[config.mk]
export PLATFORM = sky130hd
export DESIGN_NAME = scroll_ctrl_fsm_flat
export DESIGN_NICKNAME = d
export VERILOG_FILES = /design/src/rtl/scroll_ctrl_fsm_if.sv /design/src/rtl/scroll_ctrl_fsm.sv /design/src/flat_wrapper.sv
export SDC_FILE = /design/constraint.sdc
export NUM_CORES = 1
export LEC_CHECK = 0
export ABC_CLOCK_PERIOD_IN_PS = 3800
export CELL_PAD_IN_SITES_DETAIL_PLACEMENT = 0
export CELL_PAD_IN_SITES_GLOBAL_PLACEMENT = 1
export CORE_ASPECT_RATIO = 0.5
export CORE_MARGIN = 2
export CORE_UTILIZATION = 49
export CTS_CLUSTER_DIAMETER = 150
export DETAILED_ROUTE_END_ITERATION = 6
export PLACE_DENSITY = 0.82
export SETUP_SLACK_MARGIN = 0.1
export SYNTH_ARGS = -nofsm -noshare
export SYNTH_HDL_FRONTEND = slang
export SYNTH_SLANG_ARGS = --single-unit
[constraint.sdc]
create_clock -name CLOCK_50 -period 3.8 [get_ports CLOCK_50]
set_input_delay 0.57 -clock CLOCK_50 [delete_from_list [all_inputs] [get_ports CLOCK_50]]
set_output_delay 0.57 -clock CLOCK_50 [all_outputs]
set_load 0.1 [all_outputs]
[src/rtl/scroll_ctrl_fsm_if.sv]
// Control/status bundle for the scroll controller.
// Raw active-low keys go in; run state, position and step tick come out.
interface scroll_ctrl_fsm_if #(
    parameter int PW = 2
);
    logic          key_run;
    logic          key_dir;
    logic          key_step;
    logic          enable;
    logic          direction;
    logic [PW-1:0] pos;
    logic          tick;
    logic [1:0]    state;

    modport master (
        output key_run, key_dir, key_step,
        input  enable, direction, pos, tick, state
    );

    modport slave (
        input  key_run, key_dir, key_step,
        output enable, direction, pos, tick, state
    );
endinterface

[src/rtl/scroll_ctrl_fsm.sv]
// Push-button conditioning, run/pause/step FSM and step-rate prescaler
// driving the scroll position of the 4-character display.
module scroll_ctrl_fsm #(
    parameter int STEP_CYCLES     = 50000000,
    parameter int DEBOUNCE_CYCLES = 1000000,
    parameter int M               = 4,
    parameter int PW              = 2
) (
    input logic              CLOCK_50,
    input logic              aclr,
    scroll_ctrl_fsm_if.slave bus
);
    localparam int DW = (DEBOUNCE_CYCLES > 1) ? $clog2(DEBOUNCE_CYCLES) : 1;
    localparam int SW = $clog2(STEP_CYCLES);
    localparam logic [DW-1:0] DEB_LAST  = DW'(DEBOUNCE_CYCLES - 1);
    localparam logic [SW-1:0] STEP_LAST = SW'(STEP_CYCLES - 1);
    localparam logic [PW-1:0] POS_LAST  = PW'(M - 1);

    typedef enum logic [1:0] {
        IDLE  = 2'b00,
        RUN   = 2'b01,
        PAUSE = 2'b10
    } state_t;

    // Key index: 0 = run, 1 = dir, 2 = step
    logic [2:0]    raw;
    logic [2:0]    sync1_q, sync2_q;
    logic [2:0]    deb_q, deb_d;
    logic [2:0]    deb_prev_q;
    logic [2:0]    ev_q, ev_d;
    logic [DW-1:0] cnt_q [3];
    logic [DW-1:0] cnt_d [3];

    state_t        state_q, state_d;
    logic [PW-1:0] pos_q, pos_d;
    logic [SW-1:0] presc_q, presc_d;
    logic          dir_q, dir_d;
    logic          tick_q, tick_d;
    logic          enable_q, enable_d;
    logic          advance;
    logic          run_ev, dir_ev, step_ev;

    function automatic logic [PW-1:0] next_pos(input logic [PW-1:0] p, input logic fwd);
        if (fwd) return (p == POS_LAST) ? '0 : p + 1'b1;
        else     return (p == '0) ? POS_LAST : p - 1'b1;
    endfunction

    assign raw     = {bus.key_step, bus.key_dir, bus.key_run};
    assign run_ev  = ev_q[0];
    assign dir_ev  = ev_q[1];
    assign step_ev = ev_q[2];

    // Debounce: the counter only runs while the synced key disagrees with the accepted level
    always_comb begin
        deb_d = deb_q;
        for (int i = 0; i < 3; i++) begin
            cnt_d[i] = '0;
            if (sync2_q[i] != deb_q[i]) begin
                if (cnt_q[i] == DEB_LAST) deb_d[i] = sync2_q[i];
                else                      cnt_d[i] = cnt_q[i] + 1'b1;
            end
        end
        ev_d = deb_prev_q & ~deb_q;
    end

    always_comb begin
        state_d = state_q;
        pos_d   = pos_q;
        presc_d = presc_q;
        dir_d   = dir_q;
        tick_d  = 1'b0;
        advance = 1'b0;
        case (state_q)
            IDLE: begin
                pos_d   = '0;
                presc_d = '0;
                if (run_ev) state_d = RUN;
            end
            RUN: begin
                // A terminal-count step still happens when run pauses in the same cycle
                if (presc_q == STEP_LAST) begin
                    presc_d = '0;
                    advance = 1'b1;
                end else if (!run_ev) begin
                    presc_d = presc_q + 1'b1;
                end
                if (run_ev) state_d = PAUSE;
            end
            PAUSE: begin
                if (run_ev) begin
                    state_d = RUN;
                end else if (step_ev) begin
                    advance = 1'b1;
                    presc_d = '0;
                end
            end
            default: state_d = IDLE;
        endcase
        if (advance) begin
            pos_d  = next_pos(pos_q, dir_q);
            tick_d = 1'b1;
        end
        if (dir_ev) dir_d = ~dir_q;
        enable_d = (state_d == RUN);
    end

    always_ff @(posedge CLOCK_50 or posedge aclr) begin
        if (aclr) begin
            sync1_q    <= '1;
            sync2_q    <= '1;
            deb_q      <= '1;
            deb_prev_q <= '1;
            ev_q       <= '0;
            for (int i = 0; i < 3; i++) cnt_q[i] <= '0;
            state_q    <= IDLE;
            pos_q      <= '0;
            presc_q    <= '0;
            dir_q      <= 1'b1;
            tick_q     <= 1'b0;
            enable_q   <= 1'b0;
        end else begin
            sync1_q    <= raw;
            sync2_q    <= sync1_q;
            deb_q      <= deb_d;
            deb_prev_q <= deb_q;
            ev_q       <= ev_d;
            for (int i = 0; i < 3; i++) cnt_q[i] <= cnt_d[i];
            state_q    <= state_d;
            pos_q      <= pos_d;
            presc_q    <= presc_d;
            dir_q      <= dir_d;
            tick_q     <= tick_d;
            enable_q   <= enable_d;
        end
    end

    assign bus.enable    = enable_q;
    assign bus.direction = dir_q;
    assign bus.pos       = pos_q;
    assign bus.tick      = tick_q;
    assign bus.state     = state_q;
endmodule

[src/flat_wrapper.sv]
// flat-port wrapper written by rule: the top's interface ports become plain ports
module scroll_ctrl_fsm_flat 
#(
    parameter int STEP_CYCLES     = 50000000,
    parameter int DEBOUNCE_CYCLES = 1000000,
    parameter int M               = 4,
    parameter int PW              = 2
)
  (CLOCK_50, aclr, bus_key_run, bus_key_dir, bus_key_step, bus_enable, bus_direction, bus_pos, bus_tick, bus_state);
  scroll_ctrl_fsm_if #(.PW(PW)) bus_i ();
  input logic CLOCK_50;
  input logic aclr;
  input wire logic [$bits(bus_i.key_run)-1:0] bus_key_run;
  input wire logic [$bits(bus_i.key_dir)-1:0] bus_key_dir;
  input wire logic [$bits(bus_i.key_step)-1:0] bus_key_step;
  output wire logic [$bits(bus_i.enable)-1:0] bus_enable;
  output wire logic [$bits(bus_i.direction)-1:0] bus_direction;
  output wire logic [$bits(bus_i.pos)-1:0] bus_pos;
  output wire logic [$bits(bus_i.tick)-1:0] bus_tick;
  output wire logic [$bits(bus_i.state)-1:0] bus_state;
  assign bus_i.key_run = bus_key_run;
  assign bus_i.key_dir = bus_key_dir;
  assign bus_i.key_step = bus_key_step;
  assign bus_enable = bus_i.enable;
  assign bus_direction = bus_i.direction;
  assign bus_pos = bus_i.pos;
  assign bus_tick = bus_i.tick;
  assign bus_state = bus_i.state;
  scroll_ctrl_fsm #(.STEP_CYCLES(STEP_CYCLES), .DEBOUNCE_CYCLES(DEBOUNCE_CYCLES), .M(M), .PW(PW)) u_core (.CLOCK_50(CLOCK_50), .aclr(aclr), .bus(bus_i));
endmodule
# ---- After elaboration in Yosys (flattened, before gate mapping)
# Cells that the tools add are included.
dict set report classes {
  n_reduce_logical 9
  bitwise_logic 3
  n_mux 24
  n_eq_ne 14
  add_sub_neg 6
}
# operator n
set ops {}
lappend ops {{$mux 20} 6}
lappend ops {{$mux 26} 4}
lappend ops {{$pmux 26 s3} 1}
lappend ops {{$add 20x1->20 const B} 3}
lappend ops {{$eq 20x20->1 const B} 3}
lappend ops {{$add 26x1->26 const B} 1}
lappend ops {{$eq 26x26->1 const B} 1}
lappend ops {{$mux 2} 7}
lappend ops {{$reduce_and 2->1} 3}
lappend ops {{$eq 2x1->1 const B} 2}
lappend ops {{$eq 2x2->1 const B} 2}
lappend ops {{$logic_not 2->1} 2}
lappend ops {{$mux 1} 4}
lappend ops {{$pmux 2 s2} 1}
lappend ops {{$reduce_and 4->1} 1}
lappend ops {{$and 3x3->3} 1}
lappend ops {{$ne 1x1->1} 3}
lappend ops {{$ne 3x3->1 const B} 1}
lappend ops {{$not 3->3} 1}
lappend ops {{$reduce_bool 3->1} 1}
lappend ops {{$add 2x1->2 const B} 1}
lappend ops {{$ne 2x1->1 const B} 1}
lappend ops {{$ne 2x2->1 const B} 1}
lappend ops {{$pmux 1 s2} 1}
lappend ops {{4 further kinds} 4}
dict set report word_totals {
  output_inout_bits 7
  inputBits 5
  ff_bits 108
  wordCells 72
}

# ---- Logic depth before layout (Yosys ltp)
dict set report depth {
  depth_word 4
  ltp_mapped 8
  depth_no_buf 7
}

# ---- Worst setup path before layout
# No wires, ideal clock.
dict set report synth_path {
  path_type {flip-flop to flip-flop}
  startpoint {register u_core.state_q[0] (netlist: u_core.bus.state[0])}
  endpoint {register u_core.presc_q[9]}
  stages_incl_launch_ff 9
  synth_period_minus_slack_ns 2.723
  arrival_time_ns 2.597
  required_time_ns 3.674
  setup_ns 0.126
  setup_slack_ns 1.077
  path_buffers 2
  cell_sequence {dfrtp_1 -> inv_1 -> ha_1 -> o21ai_0 -> or2b_1 -> or2_1 -> buf_6 -> buf_8 -> a221o_1}
}
dict set report synth_between {
  elab_chain_cells 3
  elab_cells_between_ends 9
  classes_between {5 x eq/ne; 1 x mux; 3 x reduce/logical}
}
# item line_no
set synth_rtl {}
lappend synth_rtl {{start, declared} scroll_ctrl_fsm.sv:34} ;# state_t state_q, state_d;
lappend synth_rtl {{start signal, assigned} scroll_ctrl_fsm.sv:128} ;# state_q <= state_d;
lappend synth_rtl {{$eq 2x1->1 (tied with other cells)} scroll_ctrl_fsm.sv:73} ;# case (state_q)
lappend synth_rtl {{$ne 3x3->1 (no line) (tied with other cells)} --}
lappend synth_rtl {{$reduce_and 4->1 (no line)} --}
lappend synth_rtl {{end signal, assigned} scroll_ctrl_fsm.sv:130} ;# presc_q <= presc_d;
lappend synth_rtl {{end, declared} scroll_ctrl_fsm.sv:36} ;# logic [SW-1:0] presc_q, presc_d;
# Parallel ways exist; a longest one is shown, timed or not.
# A chain may end at the register's enable or synchronous reset.

# ---- Worst setup path in the final report
dict set report layout_path {
  startpoint {register u_core.presc_q[7]}
  endpoint {register u_core.presc_q[20]}
}
dict set report layout_between {
  elab_chain_cells 4
  elab_cells_between_ends 7
  classes_between {1 x add/sub; 2 x eq/ne; 3 x mux; 1 x reduce/logical}
}
# item line_no
set layout_rtl {}
lappend layout_rtl {{$add 26x1->26} scroll_ctrl_fsm.sv:85} ;# presc_d = presc_q + 1'b1;
lappend layout_rtl {{$mux 26} scroll_ctrl_fsm.sv:84} ;# end else if (!run_ev) begin
lappend layout_rtl {{$mux 26} scroll_ctrl_fsm.sv:81} ;# if (presc_q == STEP_LAST) begin
lappend layout_rtl {{$pmux 26 s3} scroll_ctrl_fsm.sv:73}
# Parallel ways exist; a longest one is shown, timed or not. The select of a mux whose other input is x is not followed.

==> impl_metrics.tcl <==
set metrics [dict create \
    gr-total-overflow 0 \
    grt_start_max_net_pins 60 \
    vias 3851 \
    grt_pass1_wl_um 17600 \
    fin_skew_ps 7.99 \
    fin_area_mm2 0.00593 \
    crit_path_max_incr_delay_ps 570 \
    initial_core_util_pct 49.9 \
    worst_slew_margin_rel_pct 35.3 \
    synthFlopType "dfrtp_1" \
    p_per_area_mw_per_mm2 357 \
    rsz0062_at_grt "false" \
    crit_slowest_cell "or4_4" \
    ys_seq_area_share_pct 50.1 \
    drc 0 \
    final_cells 700 \
    ir_drop_uv 173 \
    status "finished, final reports clean" \
    postCtsHoldBufs 0 \
    viasPerCell 5.50 \
    syn_area_per_cell_um2 10.1 \
    gp_congestion 0.784 \
    die-width_um 153 \
    final_nets 565 \
    postRouteAntennaNets 0 \
    p_leak_nw 2.54 \
    worstSkewPairLatency_ps 350 \
    diodes 0 \
    coreArea_mm2 0.0109 \
    synth_top_area_share_pct 43.8 \
    period_minus_slack_ps 2690 \
    die_area_mm2 0.0120 \
    max_slew.worst_pin.slew_ps 968 \
    cts_tree "yes" \
    ys_ff_latch 108 \
    hold_slack_ps 357 \
    clk_pin_slew_ps 70 \
    min_path_type "reg -> reg" \
    wire_per_inst_um 14.0 \
    drive_gt1_share_pct 9.73 \
    cts-buffers-inserted 9 \
    arrival_ps 2910 \
    cts-root-to-sink-buffers 2 \
    grt_pass1_vias 3769 \
    synthesis.nets 555 \
    yosys.area.top_type "dfrtp_1" \
    cp_max_fo 19 \
    dp_hpwl_um 6430 \
    postCtsSetupBuffers 0 \
    period_share_pct 70.7 \
    place_inst 684 \
    path_buf_inv 0 \
    antenna_found_initial 0 \
    io_buffers 11 \
    critical_path_class "reg -> reg" \
    drt_iter0_drc 173 \
    final_hold_viol_count 0 \
    h-tree-depth 3 \
    slew_violations 0 \
    synth.most_common_cell "dfrtp_1" \
    fin_tns_setup_ps 0 \
    critPathTopFamily "simple AND/OR/NAND/NOR gates" \
    dieHeight_um 78.4 \
    placed_area_mm2 0.00565 \
    syn-cell-area_mm2 0.00543 \
    dr.pass1.iters 4 \
    track_usage_pct 17.8 \
    start_kind "flop" \
    ys_top_cells_by_area "dfrtp_1 (44%), dfstp_2 (6.3%), nor2_1 (6.3%), xnor2_1 (5.3%), xor2_1 (4.0%)" \
    cts.sinks 108 \
    rows 27 \
    ios 12 \
    cts_resized 0 \
    fmax_mhz 372 \
    setup_viol 0 \
    syn2layout_area_growth_pct 9.24 \
    cap_violations 0 \
    crit_path_cell_trace "or4_4, nor4_4, a21oi_2, or2_1, a221o_1" \
    yosysUniqueCellTypes 61 \
    synthArstFlopShare_pct 100 \
    root_buffer "clkbuf_16" \
    wl_um 9830 \
    ys_top_cells_by_count "dfrtp_1 (95), nor2_1 (91), nand2_1 (40), nand3_1 (34), xnor2_1 (33)" \
    cp.required_ps 4030 \
    yosys_warnings 0 \
    critPathCaptureType "flop" \
    synth_edf_count 0 \
    syn_inst 540 \
]
routing by layer:
metal | GRT usage (%) | part of all wire (%)
met5 | 0 | 0
met4 | 4.07 | 0.91
met3 | 4.14 | 3.7
met2 | 29.4 | 46
met1 | 24.3 | 50
registers in the layout, summed over array words and instances (netlist names), 2 cells and up:
name,count
u_core.sync2_q,3
u_core.sync1_q,3
u_core.deb_prev_q,3
u_core.cnt_q,60
u_core.presc_q,26
u_core.bus.pos,2
u_core.deb_q,3
u_core.ev_q,3
u_core.bus.state,2
where the power goes:
part | internal [W] | switching [W]
combinational | 0.0000153 | 0.0000393
sequential | 0.00116 | 0.00000872
clock | 0.000469 | 0.000426
total | 0.00165 | 0.000474
placed cells by master (no fill, tap or decap), types with 13 or more instances in the layout:
| master | instances |
|---|---|
| nor2_1 | 91 |
| and3_1 | 18 |
| dfrtp_1 | 95 |
| inv_1 | 17 |
| nand4_1 | 17 |
| nor3_1 | 14 |
| nand3_1 | 34 |
| xor2_1 | 25 |
| xnor2_1 | 33 |
| a221o_1 | 14 |
| nand2_1 | 40 |
| dfstp_2 | 13 |
cells by family (layout without fill, tap and decap cells):
| family | Yosys count | count (layout) | synth area share (%) |
|---|---|---|---|
| fa+ha+maj | 10 | 10 | 2.30 |
| mux | 5 | 5 | 0.991 |
| flops | 108 | 108 | 50.1 |
| buf+inv | 31 | 46 | 3.04 |
| simple gates | 284 | 284 | 27.8 |
| compound gates | 44 | 44 | 6.43 |
| xor+xnor | 58 | 58 | 9.36 |
stage by stage:
| stage | utilization, % | setup slack [ps] | total power [W] |
|---|---|---|---|
| CTS | 54.5 | 1110 | 0.00215 |
| detailed placement | 51.9 | 1120 | 0.00125 |
| global placement | 51.9 | 1180 | 0.00125 |
| finish | 54.5 | 1110 | 0.00212 |
| floorplan | - | 406 | 0.00123 |
| global route | 54.5 | 990 | 0.00221 |
final cells by class:
type                            count  area (µm²)
Fill cell                         982        4950
Sequential cell                   108        2720
Multi-Input combinational cell    401        2540
Clock buffer                       10         239
Tap cell                          145         181
Timing Repair Buffer               12         130
Inverter                           18        70.1
Clock inverter                      6        46.3
worst register-to-register path: stages, from the launching register on:
cell	delay (ps)
dfrtp_1	440
or4_4	570
nor4_4	400
a21oi_2	170
or2_1	530
a221o_1	460
worst paths after layout:
kind	start	endpoint	slack, ps	cells after the start
hold reg to reg	u_core.sync1_q[0]	u_core.sync2_q[0]	360	0
setup / recovery	u_core.presc_q[7]	u_core.presc_q[20]	1110	5
max in group asynchronous	aclr	u_core.sync1_q[1]	2340	3
min in group asynchronous	aclr	u_core.ev_q[2]	700	2
setup reg to reg	u_core.presc_q[7]	u_core.presc_q[20]	1110	5
hold / removal	u_core.sync1_q[0]	u_core.sync2_q[0]	360	0
Power figures use the tool's default switching activity.
